File: src/rtl/mem_stage_hs_pkg.sv
// Shared definitions for the handshaked memory stage: width defaults,
// the data-memory base address and the access FSM state encoding.
package mem_stage_hs_pkg;

  localparam int unsigned DEF_WORD_WIDTH = 32;
  localparam int unsigned DEF_REG_ADDR_W = 4;
  localparam int unsigned DEF_BASE_ADDR  = 1024;

  typedef enum logic [1:0] {
    ST_IDLE = 2'd0,
    ST_BUSY = 2'd1,
    ST_DONE = 2'd2
  } state_t;

endpackage

File: src/rtl/mem_stage_hs_if.sv
// Request/acknowledge word-memory bus between the memory stage (master)
// and an external SRAM controller or cache (slave).
interface mem_stage_hs_if
  import mem_stage_hs_pkg::*;
#(
  parameter int unsigned WORD_WIDTH = DEF_WORD_WIDTH,
  parameter int unsigned MEM_ADDR_W = 9
);
  logic                  mem_req;
  logic                  mem_we;
  logic [MEM_ADDR_W-1:0] mem_addr;
  logic [WORD_WIDTH-1:0] mem_wdata;
  logic [WORD_WIDTH-1:0] mem_rdata;
  logic                  mem_ack;

  modport master (
    output mem_req, mem_we, mem_addr, mem_wdata,
    input  mem_rdata, mem_ack
  );

  modport slave (
    input  mem_req, mem_we, mem_addr, mem_wdata,
    output mem_rdata, mem_ack
  );
endinterface

File: src/rtl/mem_stage_hs_xlate.sv
// Combinational byte-address to word-index translation with alignment
// and range checking against the data-memory window.
module mem_addr_xlate
  import mem_stage_hs_pkg::*;
#(
  parameter int unsigned WORD_WIDTH = DEF_WORD_WIDTH,
  parameter int unsigned MEM_ADDR_W = 9,
  parameter int unsigned DEPTH      = 512,
  parameter int unsigned BASE_ADDR  = DEF_BASE_ADDR
) (
  input  logic [WORD_WIDTH-1:0] alu_res,
  output logic [MEM_ADDR_W-1:0] idx,
  output logic                  mis_align,
  output logic                  out_range
);
  logic [WORD_WIDTH-1:0] off;
  logic [WORD_WIDTH-1:0] word_idx;

  always_comb begin
    off       = alu_res - WORD_WIDTH'(BASE_ADDR);
    word_idx  = off >> 2;
    idx       = word_idx[MEM_ADDR_W-1:0];
    mis_align = (alu_res[1:0] != 2'b00);
    // Below-base addresses wrap to a huge index; the explicit compare keeps intent clear.
    out_range = (alu_res < WORD_WIDTH'(BASE_ADDR)) || (word_idx >= WORD_WIDTH'(DEPTH));
  end
endmodule

File: src/rtl/mem_stage_hs.sv
// Pipeline memory stage driving an external word memory over a req/ack
// handshake; stalls the pipeline via freeze until the access completes.
module mem_stage_hs
  import mem_stage_hs_pkg::*;
#(
  parameter int unsigned WORD_WIDTH = DEF_WORD_WIDTH,
  parameter int unsigned REG_ADDR_W = DEF_REG_ADDR_W,
  parameter int unsigned MEM_ADDR_W = 9,
  parameter int unsigned DEPTH      = 512,
  parameter int unsigned BASE_ADDR  = DEF_BASE_ADDR
) (
  input  logic                  clk,
  input  logic                  rst,
  input  logic [REG_ADDR_W-1:0] dst,
  input  logic [WORD_WIDTH-1:0] ALU_res,
  input  logic [WORD_WIDTH-1:0] val_Rm,
  input  logic                  mem_read,
  input  logic                  mem_write,
  input  logic                  WB_en,
  output logic [REG_ADDR_W-1:0] dst_out,
  output logic [WORD_WIDTH-1:0] ALU_res_out,
  output logic                  mem_read_out,
  output logic                  WB_en_out,
  output logic [WORD_WIDTH-1:0] mem_out,
  output logic                  freeze,
  mem_stage_hs_if.master        mem,
  output logic                  err_align,
  output logic                  err_range
);
  state_t                state;
  logic                  done_err;
  logic                  access;
  logic                  mis_align;
  logic                  out_range;
  logic                  illegal;
  logic [MEM_ADDR_W-1:0] idx;

  mem_addr_xlate #(
    .WORD_WIDTH (WORD_WIDTH),
    .MEM_ADDR_W (MEM_ADDR_W),
    .DEPTH      (DEPTH),
    .BASE_ADDR  (BASE_ADDR)
  ) u_xlate (
    .alu_res   (ALU_res),
    .idx       (idx),
    .mis_align (mis_align),
    .out_range (out_range)
  );

  always_comb begin
    access       = mem_read | mem_write;
    illegal      = mis_align | out_range;
    dst_out      = dst;
    ALU_res_out  = ALU_res;
    mem_read_out = mem_read;
    freeze       = access && (state != ST_DONE);
    // done_err marks a faulted load; it only matters while DONE is presented to MEM/WB.
    WB_en_out    = WB_en && !((state == ST_DONE) && done_err);
  end

  always_ff @(posedge clk) begin
    if (rst) begin
      state         <= ST_IDLE;
      done_err      <= 1'b0;
      mem.mem_req   <= 1'b0;
      mem.mem_we    <= 1'b0;
      mem.mem_addr  <= '0;
      mem.mem_wdata <= '0;
      mem_out       <= '0;
      err_align     <= 1'b0;
      err_range     <= 1'b0;
    end else begin
      case (state)
        ST_IDLE: begin
          if (access) begin
            if (illegal) begin
              err_align <= err_align | mis_align;
              err_range <= err_range | out_range;
              mem_out   <= '0;
              done_err  <= ~mem_write;
              state     <= ST_DONE;
            end else begin
              mem.mem_we    <= mem_write;
              mem.mem_addr  <= idx;
              mem.mem_wdata <= val_Rm;
              mem.mem_req   <= 1'b1;
              done_err      <= 1'b0;
              state         <= ST_BUSY;
            end
          end
        end
        ST_BUSY: begin
          if (mem.mem_ack) begin
            mem.mem_req <= 1'b0;
            if (!mem.mem_we) mem_out <= mem.mem_rdata;
            state <= ST_DONE;
          end
        end
        ST_DONE: state <= ST_IDLE;
        default: state <= ST_IDLE;
      endcase
    end
  end
endmodule

File: src/flat_wrapper.sv
// flat-port wrapper written by rule: the top's interface ports become plain ports
module mem_stage_hs_flat import mem_stage_hs_pkg::*;
#(
  parameter int unsigned WORD_WIDTH = DEF_WORD_WIDTH,
  parameter int unsigned REG_ADDR_W = DEF_REG_ADDR_W,
  parameter int unsigned MEM_ADDR_W = 9,
  parameter int unsigned DEPTH      = 512,
  parameter int unsigned BASE_ADDR  = DEF_BASE_ADDR
)
  (clk, rst, dst, ALU_res, val_Rm, mem_read, mem_write, WB_en, dst_out, ALU_res_out, mem_read_out, WB_en_out, mem_out, freeze, err_align, err_range, mem_mem_req, mem_mem_we, mem_mem_addr, mem_mem_wdata, mem_mem_rdata, mem_mem_ack);
  mem_stage_hs_if #(.WORD_WIDTH(WORD_WIDTH), .MEM_ADDR_W(MEM_ADDR_W)) mem_i ();
  input  logic clk;
  input  logic rst;
  input  logic [REG_ADDR_W-1:0] dst;
  input  logic [WORD_WIDTH-1:0] ALU_res;
  input  logic [WORD_WIDTH-1:0] val_Rm;
  input  logic mem_read;
  input  logic mem_write;
  input  logic WB_en;
  output logic [REG_ADDR_W-1:0] dst_out;
  output logic [WORD_WIDTH-1:0] ALU_res_out;
  output logic mem_read_out;
  output logic WB_en_out;
  output logic [WORD_WIDTH-1:0] mem_out;
  output logic freeze;
  output logic err_align;
  output logic err_range;
  output wire logic [$bits(mem_i.mem_req)-1:0] mem_mem_req;
  output wire logic [$bits(mem_i.mem_we)-1:0] mem_mem_we;
  output wire logic [$bits(mem_i.mem_addr)-1:0] mem_mem_addr;
  output wire logic [$bits(mem_i.mem_wdata)-1:0] mem_mem_wdata;
  input wire logic [$bits(mem_i.mem_rdata)-1:0] mem_mem_rdata;
  input wire logic [$bits(mem_i.mem_ack)-1:0] mem_mem_ack;
  assign mem_mem_req = mem_i.mem_req;
  assign mem_mem_we = mem_i.mem_we;
  assign mem_mem_addr = mem_i.mem_addr;
  assign mem_mem_wdata = mem_i.mem_wdata;
  assign mem_i.mem_rdata = mem_mem_rdata;
  assign mem_i.mem_ack = mem_mem_ack;
  mem_stage_hs #(.WORD_WIDTH(WORD_WIDTH), .REG_ADDR_W(REG_ADDR_W), .MEM_ADDR_W(MEM_ADDR_W), .DEPTH(DEPTH), .BASE_ADDR(BASE_ADDR)) u_core (.clk(clk), .rst(rst), .dst(dst), .ALU_res(ALU_res), .val_Rm(val_Rm), .mem_read(mem_read), .mem_write(mem_write), .WB_en(WB_en), .dst_out(dst_out), .ALU_res_out(ALU_res_out), .mem_read_out(mem_read_out), .WB_en_out(WB_en_out), .mem_out(mem_out), .freeze(freeze), .mem(mem_i), .err_align(err_align), .err_range(err_range));
endmodule
File: config.mk
export PLATFORM = sky130hd
export DESIGN_NAME = mem_stage_hs_flat
export DESIGN_NICKNAME = d
export VERILOG_FILES = /design/src/rtl/mem_stage_hs_pkg.sv /design/src/rtl/mem_stage_hs_if.sv /design/src/rtl/mem_stage_hs_xlate.sv /design/src/rtl/mem_stage_hs.sv /design/src/flat_wrapper.sv
export SDC_FILE = /design/constraint.sdc
export NUM_CORES = 1
export LEC_CHECK = 0
export BUFFER_PORTS_ARGS = -buffer_cell sky130_fd_sc_hd__buf_4
export CAP_MARGIN = 20
export CORE_MARGIN = 3
export CORE_UTILIZATION = 45
export CTS_BUF_LIST = sky130_fd_sc_hd__clkbuf_4 sky130_fd_sc_hd__clkbuf_8
export DETAILED_ROUTE_END_ITERATION = 8
export PLACE_DENSITY_LB_ADDON = 0.25
export SLEW_MARGIN = 15
export SYNTH_ARGS = -nofsm -noshare
export SYNTH_HDL_FRONTEND = slang
export SYNTH_SLANG_ARGS = --single-unit
File: constraint.sdc
create_clock -name clk -period 2.7 [get_ports clk]
set_input_delay 0.135 -clock clk [delete_from_list [all_inputs] [get_ports clk]]
set_output_delay 0.135 -clock clk [all_outputs]
set_load 0.005 [all_outputs]
; ---- Yosys cells after proc, flatten, opt, wreduce, memory -nomap -nowiden
; Cells that the tools add are included.
[word_totals]
regBits = 80
wordCells = 54
in_bits = 106
[op_classes]
n_reduce_logical = 14
add_sub_neg = 1
muxes = 14
bitwise_logic = 6
order_cmp = 2
eq_ne = 8
[op_table]
columns = cell, n
row1 = $mux W32, 4
row2 = $pmux W32 S2, 1
row3 = $lt A32 B11 Y1 const B, 1
row4 = $sub A32 B11 Y32 const B, 1
row5 = $ge A30 B10 Y1 const B, 1
row6 = $ne A2 B2 Y1 const B, 4
row7 = $mux W2, 3
row8 = $reduce_and A3 Y1, 2
row9 = $reduce_and A5 Y1, 1
row10 = $mux W1, 4
row11 = $ne A2 B1 Y1 const B, 2
row12 = $or A1 B1 Y1, 4
row13 = $pmux W2 S2, 1
row14 = $reduce_and A2 Y1, 2
row15 = $reduce_and A4 Y1, 1
row16 = $reduce_bool A2 Y1, 2
row17 = $logic_and A1 B1 Y1, 3
row18 = $eq A2 B1 Y1 const B, 1
row19 = $eq A2 B2 Y1 const B, 1
row20 = $logic_not A2 Y1, 1
row21 = $not A1 Y1, 2
row22 = $pmux W1 S2, 1
row23 = $logic_not A1 Y1, 1
row24 = $logic_or A1 B1 Y1, 1

; ---- Logic depth before layout (Yosys ltp)
[depth]
depth_word = 7
ltp_mapped = 11

; ---- By module
; From an unflattened synthesis, not the netlist that was laid out.
[unflattened]
hier_cells = 376
area_unflattened_um2 = 3483.3
[by_module_without_submodules]
columns = mod, area_per_inst_um2, instances, seq_area_each_um2, cells_each
row1 = mem_stage_hs, 3208.1, 1, 1601.5, 336
row2 = mem_addr_xlate, 275.3, 1, 0.0, 40

; ---- Worst setup path before layout
; OpenSTA, ideal clock, no wires.
[synth_timing]
kind = input -> register
start = input port ALU_res[10]
end = register u_core.mem.mem_addr[8]
setup_time_ns = 0.130
setup_slack_ns = 0.205
required_ns = 2.570
path_stages = 11
arrival_time_ns = 2.364
cell_sequence = inv_1 > ha_1 > or4b_4 > or4_1 > o31a_1 > nor4_2 > nand4_1 > buf_4 > buf_6 > nand3_2 > o31ai_4
[synth_between]
elab_chain_cells = 6
word_cells_on_any_way = 7
[synth_rtl]
columns = item, line_no
row1 = from (decl), flat_wrapper.sv:15  ; input logic [WORD_WIDTH-1:0] ALU_res;
row2 = $sub A32 B11 Y32, mem_stage_hs_xlate.sv:20  ; off = alu_res - WORD_WIDTH'(BASE_ADDR);
row3 = $ge A30 B10 Y1, mem_stage_hs_xlate.sv:25  ; out_range = (alu_res < WORD_WIDTH'(BASE_ADDR)) || (word_idx >= WORD_WIDTH'(DEPTH));
row4 = $logic_or A1 B1 Y1, mem_stage_hs_xlate.sv:25
row5 = $or A1 B1 Y1, mem_stage_hs.sv:52  ; illegal = mis_align | out_range;
row6 = $not A1 Y1 (no line), n/a
row7 = $reduce_and A3 Y1 (no line), n/a
row8 = to (signal assigned), mem_stage_hs.sv:84  ; mem.mem_addr <= idx;
row9 = to (decl), mem_stage_hs_if.sv:17  ; output mem_req, mem_we, mem_addr, mem_wdata,
; Parallel ways exist; a longest one is shown, timed or not.
; A chain may end at the register's enable or synchronous reset.

; ---- Worst setup path after layout
[layout_timing]
start = input port ALU_res[11]
end = register u_core.mem_out[11]
[layout_between]
elab_chain_cells = 6
word_cells_on_any_way = 7
[layout_rtl]
columns = item, line_no
row1 = $sub A32 B11 Y32, mem_stage_hs_xlate.sv:20
row2 = $ge A30 B10 Y1, mem_stage_hs_xlate.sv:25
row3 = $logic_or A1 B1 Y1 (*), mem_stage_hs_xlate.sv:25
row4 = $or A1 B1 Y1 (*), mem_stage_hs.sv:52
row5 = $ne A2 B1 Y1 (no line) (*), n/a
row6 = $reduce_and A5 Y1 (no line) (*), n/a
row7 = to (signal assigned), mem_stage_hs.sv:95  ; if (!mem.mem_we) mem_out <= mem.mem_rdata;
row8 = to (decl), mem_stage_hs.sv:24  ; output logic [WORD_WIDTH-1:0] mem_out,
; Mark *: on every way between the ends. The rest lies on a longest branch, timed or not.

==> results.ini <==
[status]
status=finished, final reports clean

[clock_tree]
post_cts_resized=0
clk_latency_ps=340
post_cts_buffers=0
clk_pin_slew_ps=90
clock_sinks=80
cts_buffers=9
tritoncts=done
cts_buffer_depth=2
htree_levels=3
ctsHoldBuffers=0
cts_root_buf=clkbuf_8

[place]
placed_cell_area_um2=5170
gp_congestion=0.891
io_buffers=213
dp_hpwl_um=8040

[yosys]
syn_area_um2=3810
synth_cells=459
yosysSeqAreaShare=0.420
synth-simple-area-share=0.217
synthMuxAreaShare=0.00263
synthXorXnorAreaFrac=0.00690
ys_ff_latch=80
synth_top_family_by_area=compound AO/OA/AOI/OAI gates
yosys_warnings=0
syn-num-nets=567
synth_cell_types=52
synth_compound_area_frac=0.223
synthAdderAreaFrac=0.00657
syn_avg_cell_area_um2=8.30

[pwr]
pwr-share-clk=0.439
p_leak_nw=2.34
power.net_switching_w=0.000576
peakVddDrop_mv=0.325
p_sw_frac=0.217
internal_power_w=0.00208
pwr-share-seq=0.447
cellPowerDensity_nw_per_um2=486
comb_power_share=0.114

[global_routing]
grt_pass1_wl_um=17100
antenna_found_initial=0
overflow=0
grt_max_degree=85
grt_usage=0.213
grt_pass1_vias=3618

[timing]
fin_setup_tns_ps=0
hold_violations=0
fmax_mhz=434
rsz0062_at_grt=false
finalMaxSlewViolations=0
max-slew-margin-rel=0.490
min_period_ps=2310
setup_viol=0
tightest_slew_ps=765
finalCritPeriodShare=0.854
finalClockSkew_ps=14.0

[floorplan]
io_pins=222
dieHeight_um=98.0
die_area_um2=9610
die_w_um=98.0
start_util=0.478
core_area_um2=7970
rows=32

[layout]
diodes=0
fin_area_um2=5460
drive_above_1_share=0.424
fin_nets=732
syn_to_final_growth_pct=43.2

[detailed_routing]
drtIter0Drc=158
wl_um=10800
via_per_inst=5.31
num_vias=3877
ant_nets=0
wl_per_cell_um=14.7
dr.pass1.iters=4
drc_errors=0

[critical_path]
cp-end-kind=register
start_kind=input port
path_class=input port to register
crit_fanout=23
cp.arrival_ps=2560
required_ps=2960

[flow_run]
maxCapViolCount=0

[min_path]
hp-class=input port to register

-- synthesized netlist by cell type (all sizes together) --
master,instances,share of area
a211o,1,0.0023
a211oi,1,0.0020
a21boi,1,0.0020
a21oi,3,0.0059
a22oi,33,0.065
a31oi,1,0.0016
a32o,1,0.0026
and2,2,0.0033
and3,4,0.0066
and4,1,0.0023
and4bb,1,0.0033
buf,49,0.098
clkbuf,20,0.020
dfxtp,80,0.42
ha,2,0.0066
inv,5,0.0049
mux2i,1,0.0026
nand2,75,0.075
nand3,44,0.059
nand3b,2,0.0039
nand4,3,0.0049
nand4b,1,0.0023
nor2,15,0.015
nor2b,1,0.0016
nor3,8,0.011
nor4,6,0.011
nor4b,2,0.0046
o2111ai,1,0.0023
o21a,1,0.0020
o21ai,76,0.11
o2bb2ai,1,0.0023
o31a,2,0.0046
o31ai,5,0.013
o41ai,1,0.0023
or3,1,0.0016
or3b,1,0.0023
or4,2,0.0039
or4b,2,0.0062
xnor2,1,0.0023
xor2,2,0.0046
-- cells in the final DEF (no fill, tap or decap), drive strengths merged, types with 2 or more instances in the layout --
master and instances:
buf 223, dfxtp 80, o21ai 76, nand2 75, nand3 44, a22oi 33
nor2 15, clkbuf 10, nor3 8, nor4 6, inv 5, o31ai 5
and3 4, bufinv 4, nand4 3, a21oi 3, nand3b 2, nor4b 2
xor2 2, or4 2, and2 2, o31a 2, ha 2, or4b 2
-- routing by layer --
layer / GRT usage / share of wire / routed length [um] / vias to the layer above
met4: 0.0852 / 0.030 / 324 / 0
met3: 0.0571 / 0.073 / 790 / 30
li1: - / - / - / 1933
met1: 0.245 / 0.39 / 4190 / 1751
met2: 0.375 / 0.51 / 5450 / 163
met5: 0 / 0 / 0 / -
-- critical path: stages --
cell,delay (ps)
buf_4,130
inv_1,50
ha_1,140
or4b_4,490
or4_1,420
o31a_1,280
nor2_1,100
and4bb_2,280
nand2_2,80
buf_4,230
o21ai_0,220
-- through the flow --
step / util / hold WS, ps / cells / power (W) / worst slack, ps
final: 0.685 / 22.6 / 730 / 0.00265 / 394
after global routing: 0.685 / 7.20 / 730 / 0.00276 / 279
after CTS: 0.683 / 5.80 / 729 / 0.00268 / 414
after detailed placement: 0.649 / 270 / 714 / 0.00151 / 52.2
after global placement: 0.649 / 270 / 714 / 0.00151 / 94.9
after floorplan: - / 232 / 459 / 0.00135 / 205
-- logic make-up (layout without fill, tap and decap cells) --
logic type | after synthesis | count (layout)
xor gates and xnor gates | 3 | 3
and+or+nand+nor | 171 | 171
DFF | 80 | 80
AOI/OAI and AO/OA | 128 | 128
muxes | 1 | 1
adders and majority gates | 2 | 2
buffers and inverters | 74 | 243
-- power by group through the flow --
| stage | combinational, W | sequential, W | clock [W] |
|---|---|---|---|
| CTS | 0.000298 | 0.00119 | 0.00119 |
| detailed placement | 0.000297 | 0.00121 | 0 |
| floorplan | 0.000134 | 0.00121 | 0 |
| finish | 0.000302 | 0.00119 | 0.00117 |
| global route | 0.000329 | 0.00119 | 0.00124 |
| global placement | 0.000292 | 0.00121 | 0 |
-- path summary, 6_finish.rpt --
path / from / to / slack (ps) / cells after the start
worst max-delay path: ALU_res[11] / u_core.mem_out[11] / 390 / 11
worst min-delay path: mem_mem_rdata[20] / u_core.mem_out[20] / 20 / 3
worst max register to register: u_core.state[1] / u_core.mem.mem_addr[3] / 820 / 7
worst min register to register: u_core.mem.mem_wdata[7] / u_core.mem.mem_wdata[7] / 460 / 2
-- layout make-up --
| class | count | area (um2) |
|---|---|---|
| Clock inverter | 5 | 129 |
| Multi-Input combinational cell | 305 | 1750 |
| Inverter | 5 | 18.8 |
| Fill cell | 680 | 2510 |
| Clock buffer | 10 | 138 |
| Tap cell | 102 | 128 |
| Timing Repair Buffer | 223 | 1690 |
| Sequential cell | 80 | 1600 |
-- sequential cells by signal, indices dropped and copies added, names as in the netlist --
signal	flops
u_core.mem.mem_req	1
u_core.err_range	1
u_core.mem.mem_wdata	32
u_core.mem.mem_addr	9
u_core.mem.mem_we	1
u_core.mem_out	32
u_core.state	2
u_core.err_align	1
u_core.done_err	1
Note: power is estimated with default switching activity, not from simulation.
